<file path="config.mk">
export PLATFORM = sky130hd
export DESIGN_NAME = interval_sequencer
export DESIGN_NICKNAME = d
export VERILOG_FILES = /design/src/rtl/interval_sequencer_pkg.sv /design/src/rtl/dffr.sv /design/src/rtl/dffre.sv /design/src/rtl/interval_table.sv /design/src/rtl/interval_sequencer.sv
export SDC_FILE = /design/constraint.sdc
export NUM_CORES = 1
export LEC_CHECK = 0
export ABC_CLOCK_PERIOD_IN_PS = 2200
export CAP_MARGIN = 10
export CORE_ASPECT_RATIO = 1.5
export CORE_MARGIN = 8
export CORE_UTILIZATION = 51
export CTS_BUF_LIST = sky130_fd_sc_hd__clkbuf_16
export DETAILED_ROUTE_END_ITERATION = 16
export PLACE_DENSITY = 0.76
export SYNTH_ARGS = -nofsm -noshare
export SYNTH_HDL_FRONTEND = slang
export SYNTH_SLANG_ARGS = --single-unit
</file>
<file path="constraint.sdc">
create_clock -name clock -period 2.2 [get_ports clock]
set_clock_uncertainty 0.1 [all_clocks]
set_input_delay 0.55 -clock clock [delete_from_list [all_inputs] [get_ports clock]]
set_output_delay 0.55 -clock clock [all_outputs]
set_load 0.01 [all_outputs]
</file>
<file path="src/rtl/interval_sequencer_pkg.sv">
// rtl/interval_sequencer_pkg.sv - shared types and defaults for the interval sequencer
package interval_sequencer_pkg;

  localparam int SEQ_N_STEPS = 8;
  localparam int SEQ_IDX_W   = 3;
  localparam int SEQ_VAL_W   = 9;

  // A zero-length interval terminates the sequence instead of being loaded
  localparam logic [SEQ_VAL_W-1:0] END_MARKER = '0;

  typedef enum logic [1:0] {
    ST_IDLE = 2'd0,
    ST_LOAD = 2'd1,
    ST_RUN  = 2'd2,
    ST_DONE = 2'd3
  } state_t;

endpackage

</file>
<file path="src/rtl/dffr.sv">
// rtl/dffr.sv - register with synchronous active-high clear
module dffr #(
  parameter int W = 1
) (
  input  logic         clock,
  input  logic         reset,
  input  logic [W-1:0] d,
  output logic [W-1:0] q
);

  // Clear to zero on reset, otherwise follow d every cycle
  always_ff @(posedge clock) begin
    if (reset) q <= '0;
    else       q <= d;
  end

endmodule

</file>
<file path="src/rtl/dffre.sv">
// rtl/dffre.sv - register with synchronous active-high clear and load enable
module dffre #(
  parameter int W = 1
) (
  input  logic         clock,
  input  logic         reset,
  input  logic         en,
  input  logic [W-1:0] d,
  output logic [W-1:0] q
);

  // Clear to zero on reset, otherwise capture d only when enabled
  always_ff @(posedge clock) begin
    if (reset)   q <= '0;
    else if (en) q <= d;
  end

endmodule

</file>
<file path="src/rtl/interval_table.sv">
// rtl/interval_table.sv - interval storage with sync write, comb read, sync clear
module interval_table
  import interval_sequencer_pkg::*;
#(
  parameter int N_STEPS = SEQ_N_STEPS,
  parameter int IDX_W   = SEQ_IDX_W,
  parameter int VAL_W   = SEQ_VAL_W
) (
  input  logic             clock,
  input  logic             reset,
  input  logic             wr_en,
  input  logic [IDX_W-1:0] wr_addr,
  input  logic [VAL_W-1:0] wr_data,
  input  logic [IDX_W-1:0] rd_addr,
  output logic [VAL_W-1:0] rd_data
);

  logic [VAL_W-1:0] mem [N_STEPS];

  // Whole table clears on reset; writes land at the edge, so a same-cycle read sees the old value
  always_ff @(posedge clock) begin
    if (reset) begin
      for (int i = 0; i < N_STEPS; i++) mem[i] <= '0;
    end else if (wr_en) begin
      mem[wr_addr] <= wr_data;
    end
  end

  assign rd_data = mem[rd_addr];

endmodule

</file>
<file path="src/rtl/interval_sequencer.sv">
// rtl/interval_sequencer.sv - steps a countdown timer through a programmable interval table
module interval_sequencer
  import interval_sequencer_pkg::*;
#(
  parameter int N_STEPS = SEQ_N_STEPS,
  parameter int IDX_W   = SEQ_IDX_W,
  parameter int VAL_W   = SEQ_VAL_W
) (
  input  logic             clock,
  input  logic             reset,
  input  logic             tick,
  input  logic             start,
  input  logic             stop,
  input  logic             loop_en,
  input  logic             wr_en,
  input  logic [IDX_W-1:0] wr_addr,
  input  logic [VAL_W-1:0] wr_data,
  input  logic             tmr_expired,
  output logic             tmr_load,
  output logic [VAL_W-1:0] tmr_value,
  output logic             tmr_en,
  output logic [IDX_W-1:0] step_idx,
  output logic             step_pulse,
  output logic             busy,
  output logic             done
);

  localparam logic [IDX_W-1:0] LAST_IDX = IDX_W'(N_STEPS - 1);

  logic [1:0]       state_q;
  logic [1:0]       state_d;
  state_t           state;
  state_t           state_next;
  logic [IDX_W-1:0] idx_q;
  logic [IDX_W-1:0] idx_d;
  logic             idx_en;
  logic [VAL_W-1:0] cur_val;
  logic             at_end;

  assign state   = state_t'(state_q);
  assign state_d = state_next;
  assign at_end  = (cur_val == VAL_W'(END_MARKER));

  interval_table #(
    .N_STEPS (N_STEPS),
    .IDX_W   (IDX_W),
    .VAL_W   (VAL_W)
  ) u_table (
    .clock   (clock),
    .reset   (reset),
    .wr_en   (wr_en),
    .wr_addr (wr_addr),
    .wr_data (wr_data),
    .rd_addr (idx_q),
    .rd_data (cur_val)
  );

  // State register
  dffr #(.W(2)) u_state_reg (
    .clock (clock),
    .reset (reset),
    .d     (state_d),
    .q     (state_q)
  );

  // Step index register, only written on start, advance, wrap or stop
  dffre #(.W(IDX_W)) u_idx_reg (
    .clock (clock),
    .reset (reset),
    .en    (idx_en),
    .d     (idx_d),
    .q     (idx_q)
  );

  // Next state and step index; stop overrides everything and forces index 0
  always_comb begin
    state_next = state;
    idx_en     = 1'b0;
    idx_d      = idx_q;
    if (stop) begin
      state_next = ST_IDLE;
      idx_en     = 1'b1;
      idx_d      = '0;
    end else begin
      unique case (state)
        ST_IDLE: begin
          if (start) begin
            state_next = ST_LOAD;
            idx_en     = 1'b1;
            idx_d      = '0;
          end
        end
        ST_LOAD: begin
          state_next = at_end ? ST_DONE : ST_RUN;
        end
        ST_RUN: begin
          if (tmr_expired) begin
            if (idx_q != LAST_IDX) begin
              state_next = ST_LOAD;
              idx_en     = 1'b1;
              idx_d      = idx_q + IDX_W'(1);
            end else if (loop_en) begin
              state_next = ST_LOAD;
              idx_en     = 1'b1;
              idx_d      = '0;
            end else begin
              state_next = ST_DONE;
            end
          end
        end
        ST_DONE: begin
          state_next = ST_IDLE;
        end
        default: begin
          state_next = ST_IDLE;
        end
      endcase
    end
  end

  // Moore output decode; tick reaches tmr_en only while running
  always_comb begin
    tmr_load   = 1'b0;
    tmr_value  = '0;
    tmr_en     = 1'b0;
    step_pulse = 1'b0;
    busy       = 1'b0;
    done       = 1'b0;
    unique case (state)
      ST_LOAD: begin
        busy = 1'b1;
        if (!at_end) begin
          tmr_load   = 1'b1;
          step_pulse = 1'b1;
          tmr_value  = cur_val;
        end
      end
      ST_RUN: begin
        busy   = 1'b1;
        tmr_en = tick;
      end
      ST_DONE: begin
        done = 1'b1;
      end
      default: begin
      end
    endcase
  end

  assign step_idx = idx_q;

endmodule

</file>
==> reports/qor.txt, run 1 <==
========================================================================================
Status                                                                      finished with violations
Failing checks                                                              setup timing
Area leader, netlist                                                        sky130_fd_sc_hd__edfxtp_1
Unique cell type count in the Yosys netlist                                           33
Largest stage delay on the critical path                                          520 ps
Portion of the post-synthesis area used by sequential elements                     61.1%
Worst Hold Launch                                                           u_state_reg.q[1]
Minimum hold slack                                                                393 ps
Number of nets still failing antenna checks after routing                              0
FFs w/ async S/R, synth                                                               0%
Setup slack of the critical path after layout                                    -625 ps
Normalized max-slew margin                                                         78.2%
Total Routed Length                                                         8460 microns
Final instance area                                                           5000 sq um
Total of buffers placed on input and output ports                                     36
Syn Std Cell Area                                                             3800 sq um
Total number of vias                                                                2437
Critical-path top delay cell                                                sky130_fd_sc_hd__mux4_2
Core Rows                                                                             38
Sort of element at the end of the critical path                             primary output
Path type of the worst min-delay path                                       flip-flop to flip-flop
Average wire length per cell after detail routing                           18.6 microns
Count of pins on the block boundary                                                   37
Share of final-layout standard cells stronger than drive strength 1                34.3%
Post-route clock period utilization                                                 128%
Overall routing resource usage                                                     17.2%
Post-Syn Area per Cell                                                        14.5 sq um
Number of hold violations in the final report                                          0
GR met1 Demand/Resource                                                            18.1%
Post-synthesis net count                                                             288
Slew at the pin closest to its max-slew limit                                     327 ps
Net count of the finished layout                                                     377
Worst-Skew Late Latency                                                           330 ps
Number of optimization iterations in the first detailed-route pass                     4
Signal arrival time at the worst endpoint                                        2180 ps
Cell chosen for the clock root                                              sky130_fd_sc_hd__clkbuf_16
Ranking of synthesized cells by area                                        sky130_fd_sc_hd__edfxtp_1, sky130_fd_sc_hd__and2_1, sky130_fd_sc_hd__mux4_2, sky130_fd_sc_hd__dfxtp_1, sky130_fd_sc_hd__mux4_1
Total count of max-transition violations in the final report                           0
RSZ-0062 raised after global routing                                                 yes
Clk pin slew, worst setup/hold paths                                               60 ps
CTS HTree Levels                                                                       3
Effective utilization at floorplan                                                 52.6%
Cell-by-cell listing of the critical path                                   buf_12, mux4_2, mux2i_2, nand4_1, nor3_2, nor2_2, buf_2
TritonCTS clock tree                                                                done
Largest fanout on the critical path                                                    9
Top Usage Layer GRT                                                                 met2
Wire length of the first global-routing pass                                13200 microns
Leak Pwr                                                                         1.89 nW
Remaining DRCs                                                                         0
Overall die area                                                             10500 sq um
Clock Tree Buf Depth                                                                   2
Category of cells accounting for the largest share of critical-path delay   multiplexers
Maximum clock frequency                                                          354 MHz
Placed Area                                                                   4590 sq um
CP Buf/Inv Count                                                                       2
Required time worst endpoint                                                     1550 ps
Worst hold path depth                                                                  2
Reg-to-reg critical path startpoint                                         u_idx_reg.q[0]
Depth of the worst register-to-register path                                           7
Post-detail-place hpwl                                                      5940 microns
Number of failing setup endpoints in the final timing report                          11
Number of enable flip-flop cells after synthesis                                      72
Area fraction of the dominant cell type after synthesis                            56.9%
Initial antenna violation count                                                        0
Final design utilization                                                           69.1%
Peak ir drop on the vdd network                                                 0.846 mV
Syn. warnings                                                                          0
Worst path depth                                                                       7
Commonest cells in the synthesized netlist                                  sky130_fd_sc_hd__and2_1, sky130_fd_sc_hd__edfxtp_1, sky130_fd_sc_hd__nor2_1
Reported max-cap violation count                                                       0
Worst setup path class                                                      flip-flop to primary output
Detailed-route vias per instance                                                    5.34
Final Wtd Congestion                                                               0.791
Congestion Overflow GR                                                                 0
Time the worst path needs with I/O delays and setup                              2830 ps
Power density over the cells                                                 690 nW/um^2
Die height                                                                   122 microns
Total CTS buffers                                                                      9
Area added between synthesis and finish                                            31.4%
Width of the die                                                            86.5 microns
Global-route met3 utilization                                                      3.91%
Pin count of the biggest net entering global routing                                  14
Number of global-route vias before repair                                           2526
Antenna diode instance count                                                           0
Startpoint types                                                               flip-flop
Grt met2 use                                                                       30.6%
Register bit total from synthesis                                                     80
Gate Count Post-Synth                                                                262
Area inside the core boundary                                                 7230 sq um
Number of clock sinks                                                                 80
Top_reg_cell synth                                                          sky130_fd_sc_hd__edfxtp_1
Drt initial violations                                                               175
Cell with the most instances after synthesis                                sky130_fd_sc_hd__and2_1
========================================================================================
[where the power goes]
part / leakage (nW) / internal, mW / total [mW] / switching [mW]
registers: 0.757 / 1.74 / 1.77 / 0.0284
clock network: 0.148 / 0.824 / 1.39 / 0.564
logic: 0.989 / 0.156 / 0.292 / 0.136
total: 1.89 / 2.72 / 3.45 / 0.728
[metal layers]
layer,up-vias,part of all wire (%)
met5,-,0
met4,0,3.1
met3,20,6.4
met2,102,54
met1,1177,37
li1,1138,-
[cells by family after synthesis]
logic type,synth area share (%)
AO/OA/AOI/OAI,1.74
adder cells (fa/ha/maj),1.97
buffers and inverters,2.24
AND/OR/NAND/NOR,18.9
flip-flops,61.1
multiplexers,14.1
[registers in the layout, summed over array words and instances (netlist names), named ones only]
register	cells
u_table.mem	72
u_idx_reg.q	3
u_state_reg.q	2
[final cells by class]
cell class | instances | area (sq um)
Sequential cell | 80 | 2330
Fill cell | 528 | 2230
Multi-Input combinational cell | 169 | 1440
Timing Repair Buffer | 87 | 803
Clock buffer | 10 | 250
Tap cell | 100 | 125
Clock inverter | 6 | 33.8
Inverter | 4 | 15.0
[cell usage in the layout (no fill, tap or decap), types with 2 or more instances in the layout]
| master | instances |
|---|---|
| sky130_fd_sc_hd__and2_1 | 75 |
| sky130_fd_sc_hd__edfxtp_1 | 72 |
| sky130_fd_sc_hd__buf_4 | 37 |
| sky130_fd_sc_hd__clkdlybuf4s50_1 | 23 |
| sky130_fd_sc_hd__nor2_1 | 20 |
| sky130_fd_sc_hd__mux4_2 | 18 |
| sky130_fd_sc_hd__clkbuf_16 | 10 |
| sky130_fd_sc_hd__or2_2 | 9 |
| sky130_fd_sc_hd__mux2i_2 | 8 |
| sky130_fd_sc_hd__buf_2 | 8 |
| sky130_fd_sc_hd__buf_12 | 7 |
| sky130_fd_sc_hd__buf_6 | 6 |
| sky130_fd_sc_hd__inv_1 | 5 |
| sky130_fd_sc_hd__nand2_1 | 5 |
| sky130_fd_sc_hd__ha_1 | 5 |
| sky130_fd_sc_hd__dfxtp_1 | 4 |
| sky130_fd_sc_hd__a21oi_1 | 3 |
| sky130_fd_sc_hd__dfxtp_2 | 3 |
| sky130_fd_sc_hd__clkbuf_2 | 3 |
| sky130_fd_sc_hd__nand2b_1 | 2 |
| sky130_fd_sc_hd__nor3_1 | 2 |
| sky130_fd_sc_hd__nor3_2 | 2 |
| sky130_fd_sc_hd__nand3_1 | 2 |
| sky130_fd_sc_hd__nor2b_1 | 2 |
| sky130_fd_sc_hd__mux2i_1 | 2 |
| sky130_fd_sc_hd__dlygate4sd2_1 | 2 |
[worst register-to-register path: cells and delay by family (launching register included)]
| family | cells | cell delay (ps) |
|---|---|---|
| adder cells (fa/ha/maj) | 2 | 400 |
| AND/OR/NAND/NOR | 1 | 500 |
| AO/OA/AOI/OAI | 3 | 640 |
| flip-flops | 1 | 310 |
| buffers and inverters | 1 | 60 |
[through the flow]
| stage | instances | setup TNS, ps | power (mW) | worst slack [ps] |
|---|---|---|---|---|
| after floorplan | 262 | -205 | 1.90 | -181 |
| after global placement | 426 | -14770 | 2.06 | -682 |
| after detailed placement | 426 | -17540 | 2.07 | -785 |
| after CTS | 453 | -5160 | 3.46 | -663 |
| after global routing | 456 | -5600 | 3.56 | -709 |
| final | 456 | -4600 | 3.45 | -625 |
[final timing paths]
kind	end	slack, ps
setup / recovery	tmr_load	-630
hold / removal	u_state_reg.q[1]	390
setup reg to reg	flip-flop	120
hold reg to reg	u_state_reg.q[1]	390
[what timing repair did]
action,4_1_cts,5_1_grt
setup buffers,11,5
resized for setup,58,16
pin swaps,3,3
hold buffers,0,0
hold endpoints to repair,0,0
setup endpoints to repair,15,14
Power figures use the tool's default switching activity.
==> inputs of run 2 (changes only) <==
Settings changed: SLEW_MARGIN set to 20.
==> results of run 2 <==
No change in the layout: final DEF, timing and power equal those of run 1.
